File: src/rtl/pipeline_hazard_ctrl_pkg.sv
// pipeline_hazard_ctrl_pkg: shared encodings and scoreboard entry type for the hazard controller
package pipeline_hazard_ctrl_pkg;
  localparam int PKG_REG_W = 4;
  localparam logic [PKG_REG_W-1:0] RA_REG_IDX = 4'd15;
  typedef enum logic [1:0] {ST_RUN = 2'd0, ST_STALL = 2'd1, ST_FLUSH = 2'd2} hz_state_t;
  localparam logic [1:0] FWD_RF = 2'd0;
  localparam logic [1:0] FWD_EX = 2'd1;
  localparam logic [1:0] FWD_MA = 2'd2;
  localparam logic [1:0] FWD_RW = 2'd3;
  typedef struct packed {
    logic valid;
    logic wr;
    logic isld;
    logic [PKG_REG_W-1:0] rd;
  } sb_entry_t;
  function automatic logic hits(input sb_entry_t e, input logic [PKG_REG_W-1:0] src);
    return e.valid && e.wr && e.rd == src;
  endfunction
  function automatic logic [1:0] fwd_pick(input sb_entry_t ex, input sb_entry_t ma, input sb_entry_t rw,
                                          input logic use_src, input logic [PKG_REG_W-1:0] src);
    return !use_src ? FWD_RF : hits(ex, src) ? FWD_EX : hits(ma, src) ? FWD_MA : hits(rw, src) ? FWD_RW : FWD_RF;
  endfunction
endpackage

File: src/rtl/pipeline_hazard_scoreboard.sv
// hazard_scoreboard: EX/MA/RW shadow of in-flight writers with load-use detection and forwarding priority
module hazard_scoreboard
  import pipeline_hazard_ctrl_pkg::*;
#(
  parameter int REG_W = PKG_REG_W,
  parameter logic [REG_W-1:0] RA_REG = RA_REG_IDX
) (
  input  logic             clk,
  input  logic             rst,
  input  logic             of_valid,
  input  logic [REG_W-1:0] of_rs1,
  input  logic [REG_W-1:0] of_rs2,
  input  logic             of_use1,
  input  logic             of_use2,
  input  logic             of_isret,
  input  logic [REG_W-1:0] of_rd,
  input  logic             of_iswb,
  input  logic             of_isld,
  input  logic             of_iscall,
  input  logic             bubble_ex,
  output logic             load_use,
  output logic [1:0]       fwd1_sel,
  output logic [1:0]       fwd2_sel
);
  sb_entry_t ex_e, ma_e, rw_e, of_e;
  logic [REG_W-1:0] src2;
  logic use2;
  // a ret reads the return-address register in place of rs2
  always_comb begin
    src2 = of_isret ? RA_REG : of_rs2;
    use2 = of_isret | of_use2;
    of_e = '0;
    of_e.valid = of_valid && !bubble_ex;
    of_e.wr = of_e.valid && (of_iswb || of_iscall);
    of_e.isld = of_e.valid && of_isld;
    of_e.rd = of_iscall ? RA_REG : of_rd;
  end
  // EX/MA/RW never stall, so the shadow shifts every cycle
  always_ff @(posedge clk) begin
    if (rst) begin
      ex_e <= '0;
      ma_e <= '0;
      rw_e <= '0;
    end else begin
      ex_e <= of_e;
      ma_e <= ex_e;
      rw_e <= ma_e;
    end
  end
  // a load in EX cannot forward yet; youngest writer wins otherwise
  always_comb begin
    load_use = of_valid && ex_e.valid && ex_e.wr && ex_e.isld &&
               ((of_use1 && ex_e.rd == of_rs1) || (use2 && ex_e.rd == src2));
    fwd1_sel = fwd_pick(ex_e, ma_e, rw_e, of_use1, of_rs1);
    fwd2_sel = fwd_pick(ex_e, ma_e, rw_e, use2, src2);
  end
endmodule

File: src/rtl/pipeline_hazard_ctrl.sv
// pipeline_hazard_ctrl: load-use stall / branch flush sequencing with forwarding selects and event counters
module pipeline_hazard_ctrl
  import pipeline_hazard_ctrl_pkg::*;
#(
  parameter int REG_W = PKG_REG_W,
  parameter logic [REG_W-1:0] RA_REG = RA_REG_IDX,
  parameter int CNT_W = 16
) (
  input  logic             clk,
  input  logic             rst,
  input  logic             of_valid,
  input  logic [REG_W-1:0] of_rs1,
  input  logic [REG_W-1:0] of_rs2,
  input  logic             of_use1,
  input  logic             of_use2,
  input  logic             of_isret,
  input  logic [REG_W-1:0] of_rd,
  input  logic             of_iswb,
  input  logic             of_isld,
  input  logic             of_iscall,
  input  logic             ex_branch_taken,
  output logic             stall_if_of,
  output logic             bubble_ex,
  output logic             flush_if_of,
  output logic [1:0]       fwd1_sel,
  output logic [1:0]       fwd2_sel,
  output logic [1:0]       state,
  output logic [CNT_W-1:0] stall_cnt,
  output logic [CNT_W-1:0] flush_cnt
);
  hz_state_t cur, nxt;
  logic load_use;
  hazard_scoreboard #(.REG_W(REG_W), .RA_REG(RA_REG)) u_sb (
    .clk(clk), .rst(rst), .of_valid(of_valid), .of_rs1(of_rs1), .of_rs2(of_rs2),
    .of_use1(of_use1), .of_use2(of_use2), .of_isret(of_isret), .of_rd(of_rd),
    .of_iswb(of_iswb), .of_isld(of_isld), .of_iscall(of_iscall), .bubble_ex(bubble_ex),
    .load_use(load_use), .fwd1_sel(fwd1_sel), .fwd2_sel(fwd2_sel)
  );
  // state register
  always_ff @(posedge clk) begin
    if (rst) cur <= ST_RUN;
    else cur <= nxt;
  end
  // flush beats stall; in STALL the load sits in MA so no second stall is raised
  always_comb begin
    nxt = ST_RUN;
    stall_if_of = 1'b0;
    bubble_ex = 1'b0;
    flush_if_of = 1'b0;
    if (ex_branch_taken) begin
      flush_if_of = 1'b1;
      bubble_ex = 1'b1;
      nxt = ST_FLUSH;
    end else if (cur != ST_STALL && load_use) begin
      stall_if_of = 1'b1;
      bubble_ex = 1'b1;
      nxt = ST_STALL;
    end
  end
  assign state = cur;
  // saturating stall/flush event counters
  always_ff @(posedge clk) begin
    if (rst) begin
      stall_cnt <= '0;
      flush_cnt <= '0;
    end else begin
      stall_cnt <= stall_cnt + CNT_W'(stall_if_of && !(&stall_cnt));
      flush_cnt <= flush_cnt + CNT_W'(flush_if_of && !(&flush_cnt));
    end
  end
endmodule

File: config.mk
export PLATFORM = sky130hd
export DESIGN_NAME = pipeline_hazard_ctrl
export DESIGN_NICKNAME = d
export VERILOG_FILES = /design/src/rtl/pipeline_hazard_ctrl_pkg.sv /design/src/rtl/pipeline_hazard_scoreboard.sv /design/src/rtl/pipeline_hazard_ctrl.sv
export SDC_FILE = /design/constraint.sdc
export NUM_CORES = 1
export LEC_CHECK = 0
export ABC_AREA = 1
export CELL_PAD_IN_SITES_DETAIL_PLACEMENT = 0
export CELL_PAD_IN_SITES_GLOBAL_PLACEMENT = 1
export CORE_MARGIN = 3
export CORE_UTILIZATION = 32
export CTS_CLUSTER_SIZE = 40
export DETAILED_ROUTE_END_ITERATION = 10
export PLACE_DENSITY_LB_ADDON = 0.1
export SETUP_SLACK_MARGIN = 0.15
export SYNTH_ARGS = -nofsm -noshare
export SYNTH_HDL_FRONTEND = slang
export SYNTH_HIERARCHICAL = 1
export SYNTH_SLANG_ARGS = --single-unit
export TNS_END_PERCENT = 30
File: constraint.sdc
create_clock -name clk -period 2.4 [get_ports clk]
set_clock_uncertainty 0.2 [all_clocks]
set_input_delay 0.48 -clock clk [delete_from_list [all_inputs] [get_ports clk]]
set_output_delay 0.48 -clock clk [all_outputs]
set_load 0.01 [all_outputs]
## Word-level counts from Yosys, hierarchy flattened

Index checks and enable logic that the tools add are counted.

| word-level totals | value |
|---|---|
| bits in registers | 53 |
| word-level logic and storage cells | 69 |

| cells by class | value |
|---|---|
| $add $sub $neg | 2 |
| equal/unequal tests | 7 |
| multiplexer cells | 16 |
| bitwise logic cells | 1 |
| reductions and logical operators | 29 |

Operators with widths:

| cell | number |
|---|---|
| adder 16 x 1 -> 16 bit | 2 |
| AND reduction 16 bit | 2 |
| equality test 4 bit | 6 |
| logical AND 1 bit | 21 |
| 2-to-1 mux 2 bit | 9 |
| 2-to-1 mux 4 bit | 2 |
| 2-to-1 mux 1 bit | 5 |
| logical NOT 1 bit | 3 |
| logical OR 1 bit | 2 |
| != test 2 x 1 -> 1 bit, second input constant | 1 |
| OR reduction 2 bit | 1 |
| bitwise OR 1 bit | 1 |

## Longest topological paths before layout

| depth | value |
|---|---|
| depth after elaboration | 11 |
| depth in mapped cells | 19 |
| depth with buffers taken out | 18 |

## Cells and area by module

Netlist, hierarchy kept.

Modules (own cells, without submodules):

| module | instances | cells an instance | area each (um^2) | sequential area each (um^2) |
|---|---|---|---|---|
| pipeline_hazard_ctrl | 1 | 261 | 1,757.9 | 680.7 |
| hazard_scoreboard | 1 | 152 | 1,031.0 | 380.4 |

## Least setup slack after synthesis

Ideal clock, no wire load.

| timing | value |
|---|---|
| path type | input-to-reg |
| start | input of_isret |
| end | register stall_cnt[8] |
| library setup time | 0.116 ns |
| arrival time | 2.457 ns |
| setup slack | -0.373 ns |
| stages on the path | 17 |
| cells stage by stage | buf_6 -> o21ai_0 -> nand2_1 -> nor2_1 -> nand3_1 -> a21oi_1 -> o21ai_0 -> nor2_1 -> inv_1 -> nor2_1 -> ha_1 -> ha_1 -> inv_1 -> nor2_2 -> nand2_1 -> o21ai_1 -> a21oi_1 |

| on the way | value |
|---|---|
| word-level cells in the longest chain between the ends | 10 |

RTL lines:

| element | RTL line | RTL |
|---|---|---|
| from (decl) | pipeline_hazard_ctrl.sv:16 | `input logic of_isret,` |
| 2-to-1 mux 4 bit | pipeline_hazard_scoreboard.sv:30 | `src2 = of_isret ? RA_REG : of_rs2;` |
| equality test 4 bit | pipeline_hazard_scoreboard.sv:53 | `((of_use1 && ex_e.rd == of_rs1) \|\| (use2 && ex_e.rd == src2));` |
| logical AND 1 bit * | pipeline_hazard_scoreboard.sv:53 |  |
| logical OR 1 bit * | pipeline_hazard_scoreboard.sv:53 |  |
| logical AND 1 bit * | pipeline_hazard_scoreboard.sv:52 | `load_use = of_valid && ex_e.valid && ex_e.wr && ex_e.isld &&` |
| via load_use | pipeline_hazard_ctrl.sv:32 | `logic load_use;` |
| logical AND 1 bit * | pipeline_hazard_ctrl.sv:54 | `end else if (cur != ST_STALL && load_use) begin` |
| 2-to-1 mux 1 bit * | pipeline_hazard_ctrl.sv:54 |  |
| 2-to-1 mux 1 bit * | pipeline_hazard_ctrl.sv:50 | `if (ex_branch_taken) begin` |
| via stall_if_of | pipeline_hazard_ctrl.sv:22 | `output logic stall_if_of,` |
| logical AND 1 bit * | pipeline_hazard_ctrl.sv:67 | `stall_cnt <= stall_cnt + CNT_W'(stall_if_of && !(&stall_cnt));` |
| adder 16 x 1 -> 16 bit * | pipeline_hazard_ctrl.sv:67 |  |
| to (signal assigned) | pipeline_hazard_ctrl.sv:67 |  |
| to (decl) | pipeline_hazard_ctrl.sv:28 | `output logic [CNT_W-1:0] stall_cnt,` |

Mark *: on every way through the listed nets, which the timed path passes. The rest lies on a longest branch.
A chain may end at the register's enable or synchronous reset.

## Worst setup path in the final report

| timing | value |
|---|---|
| start | input of_isret |
| end | output fwd2_sel[1] |

| on the way | value |
|---|---|
| word-level cells in the longest chain between the ends | 7 |

RTL lines:

| element | RTL line | RTL |
|---|---|---|
| 2-to-1 mux 4 bit | pipeline_hazard_scoreboard.sv:30 |  |
| equality test 4 bit | pipeline_hazard_ctrl_pkg.sv:17 | `return e.valid && e.wr && e.rd == src;` |
| logical AND 1 bit | pipeline_hazard_ctrl_pkg.sv:17 |  |
| 2-to-1 mux 2 bit (3 in a row) | pipeline_hazard_ctrl_pkg.sv:21 | `return !use_src ? FWD_RF : hits(ex, src) ? FWD_EX : hits(ma, src) ? FWD_MA : hits(rw, src) ? FWD_RW : FWD_RF;` |
| 2-to-1 mux 2 bit * | pipeline_hazard_ctrl_pkg.sv:21 |  |
| to (decl) | pipeline_hazard_ctrl.sv:26 | `output logic [1:0] fwd2_sel,` |

Every way passes the cells marked *; elsewhere a longest branch is shown, timed or not.

==> flow_metrics.tcl <==
set metrics [dict create \
    outcome "finished, violations left" \
    violations "negative setup slack" \
    critPathKind "input port to output pin" \
    worstPathArrival_ps 1760 \
    ys_seq_area_share_pct 38.0 \
    cts_made_buffers 5 \
    crit_fanout 7 \
    synthSimpleGateAreaFrac_pct 35.7 \
    synth-adder-area-share_pct 2.69 \
    grt_pass1_wl_mm 12.8 \
    vias_per_cell 4.47 \
    total_power_mw 1.70 \
    clk_pin_slew_ps 100 \
    start_kind "input port" \
    ir_worst_vdd_uv 204 \
    grt_max_degree 33 \
    clock_path_buffers 2 \
    holdPathEnd "u_sb/ma_e[5]" \
    synthArstFlopShare_pct 0 \
    rsz0062_at_grt "true" \
    hp-class "register to register" \
    boundaryPins 63 \
    synth_top_family_by_area "simple AND/OR/NAND/NOR gates" \
    combinationalPowerShare_pct 13.6 \
    fp.dieArea_sq_um 9870 \
    cts_sinks 53 \
    synth_cell_types 32 \
    antenna_found_initial 0 \
    routedWlPerCell_microns 12.3 \
    fmax_mhz 410 \
    p_switching_mw 0.423 \
    vias 2840 \
    gp_congestion 0.882 \
    rows 33 \
    fin_ws_ps -36.3 \
    die_w_microns 99.4 \
    design_area_sq_um 4200 \
    required_ps 1720 \
    period_needed_ps 2440 \
    port_buffers 62 \
    ant_nets 0 \
    grt_pass1_vias 2715 \
    synthCells 413 \
    grt.overflow.total 0 \
    reg2reg_from "u_sb/ex_e[0]" \
    dp_hpwl_mm 5.83 \
    final_net_count 558 \
    synthFlopType "dfxtp_1" \
    synth_xor_area_share_pct 3.77 \
    rrSetupSlack_ps 10 \
    switching_share_pct 24.9 \
    tightest_slew_ps 706 \
    ys_ff_latch 53 \
    final_max_slew_viol_count 0 \
    ys.warnings.count 6 \
    hp-start "u_sb/ex_e[5]" \
    syn-mean-instance-area_sq_um 6.75 \
    slew-limit-headroom_pct 52.9 \
    drive_gt1_share_pct 27.9 \
    hold_viol 0 \
    clkPwrFrac_pct 32.8 \
    synth_compound_area_share_pct 10.2 \
    area_growth_pct 50.5 \
    cp-end-kind "output pin" \
    drc 0 \
    setup_viol 5 \
    holdPathStages 2 \
    clk_latency_ps 300 \
    p_leak_nw 1.77 \
    antenna_cells 0 \
    r2r_end "stall_cnt[13]" \
    drv_cap 0 \
    htreeDepth 2 \
    seqPwrFrac_pct 53.5 \
    core_region_area_sq_um 8340 \
    synth_nets 441 \
    drt_pass1_iterations 4 \
    drt_iter0_markers 67 \
    netlist_area_sq_um 2790 \
    start_util_pct 33.4 \
    grt_use_total_pct 16.2 \
    muxShareOfSynthArea_pct 0 \
    r2r.worst_path.cells 17 \
    synth_edf_count 0 \
    p_int_mw 1.28 \
    place_area_sq_um 3810 \
    die_h_microns 99.4 \
    pwr_density_cell_nw_per_um2 405 \
    cts_tree "done" \
    ctsRootBufferMaster "clkbuf_8" \
    routed_wl_mm 7.82 \
    min_period_over_period_pct 102 \
]
## metal layers
| layer | global-route usage [%] | wire [microns] | vias to the layer above |
|---|---|---|---|
| met5 | 0 | 0 | - |
| met4 | 5.57 | 171 | 0 |
| met3 | 3.09 | 298 | 12 |
| met2 | 27.4 | 3720 | 58 |
| met1 | 20.7 | 3630 | 1250 |
| li1 | - | - | 1520 |
## metrics by stage
step	setup slack (ps)	cells	util [%]	TNS, ps	hold WS [ps]
after floorplan	-192	413	-	-1610	203
after global placement	-842	609	45.7	-17160	209
after detailed placement	-918	609	45.7	-18690	211
after CTS	-140	628	48.8	-931	225
after global routing	-170	636	50.3	-1810	252
final	-36.3	636	50.3	-77.9	222
## kinds of logic (layout without fill, tap and decap cells)
logic type	Yosys count	after routing
flip-flops	53	53
AND/OR/NAND/NOR	225	225
adder cells (fa/ha/maj)	6	6
XOR/XNOR	12	12
buffers and inverters	67	185
AO/OA/AOI/OAI	50	50
## layout by cell type (no fill, tap or decap), types with 2 or more instances in the layout
cell type,instances
nand2_1,78
nor2_1,75
inv_1,53
buf_4,48
dfxtp_1,45
clkdlybuf4s50_1,45
a21oi_1,19
nand3_1,17
nor2_4,13
nand2_2,12
o21ai_0,11
nor2_2,10
xor2_1,10
nand4_1,9
inv_2,7
clkbuf_8,7
dfxtp_2,7
buf_2,7
buf_6,7
a21oi_2,5
o21a_1,4
o21ai_2,3
o21ai_1,3
clkbuf_2,3
nand3_2,3
nand2_4,2
nor3_1,2
o21bai_1,2
ha_1,2
ha_2,2
ha_4,2
clkdlybuf4s15_2,2
buf_12,2
## worst max-delay path by stage
| stage | start | end | slack [ps] | depth (start not counted) |
|---|---|---|---|---|
| after floorplan | of_isret | stall_cnt[8] | -190 | 17 |
| after global placement | of_isret | stall_cnt[8] | -840 | 18 |
| after detailed placement | of_isret | stall_cnt[13] | -920 | 19 |
| after CTS | of_isret | stall_cnt[13] | -140 | 19 |
| after global routing | u_sb/ex_e[0] | stall_cnt[14] | -170 | 16 |
| final | of_isret | fwd2_sel[1] | -40 | 12 |
## cell usage after synthesis (3+ instances only)
library cell  instances  area share, %
o21a_1                4            1.1
clkbuf_1              3           0.40
o21ai_0              14            2.5
ha_1                  6            2.7
nor2_2               11            2.5
nor2_4                6            2.4
nand2_2               6            1.3
inv_2                 3           0.40
nand2_1              86             12
inv_1                57            7.7
nand3_1              20            3.6
nand4_1               9            2.0
xor2_1               10            3.1
a21oi_1              23            4.1
nor2_1               81             11
dfxtp_1              53             38
## power groups by stage
| stage | clock network, mW | registers, mW | logic, mW |
|---|---|---|---|
| 2_1_floorplan | 0 | 0.930 | 0.0947 |
| 3_3_place_gp | 0 | 0.931 | 0.196 |
| 3_5_place_dp | 0 | 0.932 | 0.197 |
| 4_1_cts | 0.586 | 0.912 | 0.224 |
| 5_1_grt | 0.613 | 0.914 | 0.256 |
| 6_report | 0.559 | 0.911 | 0.232 |
## timing repair
action | 4_1_cts | 5_1_grt
resized for setup | 80 | 33
setup endpoints to repair | 25 | 30
hold buffers | 0 | 0
pin swaps | 24 | 20
setup buffers | 11 | 8
## final cells by class
type | instances | area, sq um
Clock inverter | 1 | 5.00
Timing Repair Buffer | 117 | 1030
Sequential cell | 53 | 1070
Clock buffer | 7 | 96.3
Inverter | 60 | 225
Multi-Input combinational cell | 293 | 1630
Tap cell | 105 | 131
Fill cell | 846 | 4140
## registers in the layout (all words and copies together) (netlist names)
register and cells:
u_sb/ex_e 7, u_sb/ma_e 6, stall_cnt 16, state 2, u_sb/rw_e 6, flush_cnt 16
## worst max-delay path, cell delays in order
cell     delay, ps
buf_6           90
buf_12         130
nor2_4         120
xor2_1         170
nor2_2          70
buf_4          130
buf_4          120
buf_4          130
nand3_4         70
nand2_2         50
nor2_2          60
buf_2          120
(Power assumes the default switching activity.)
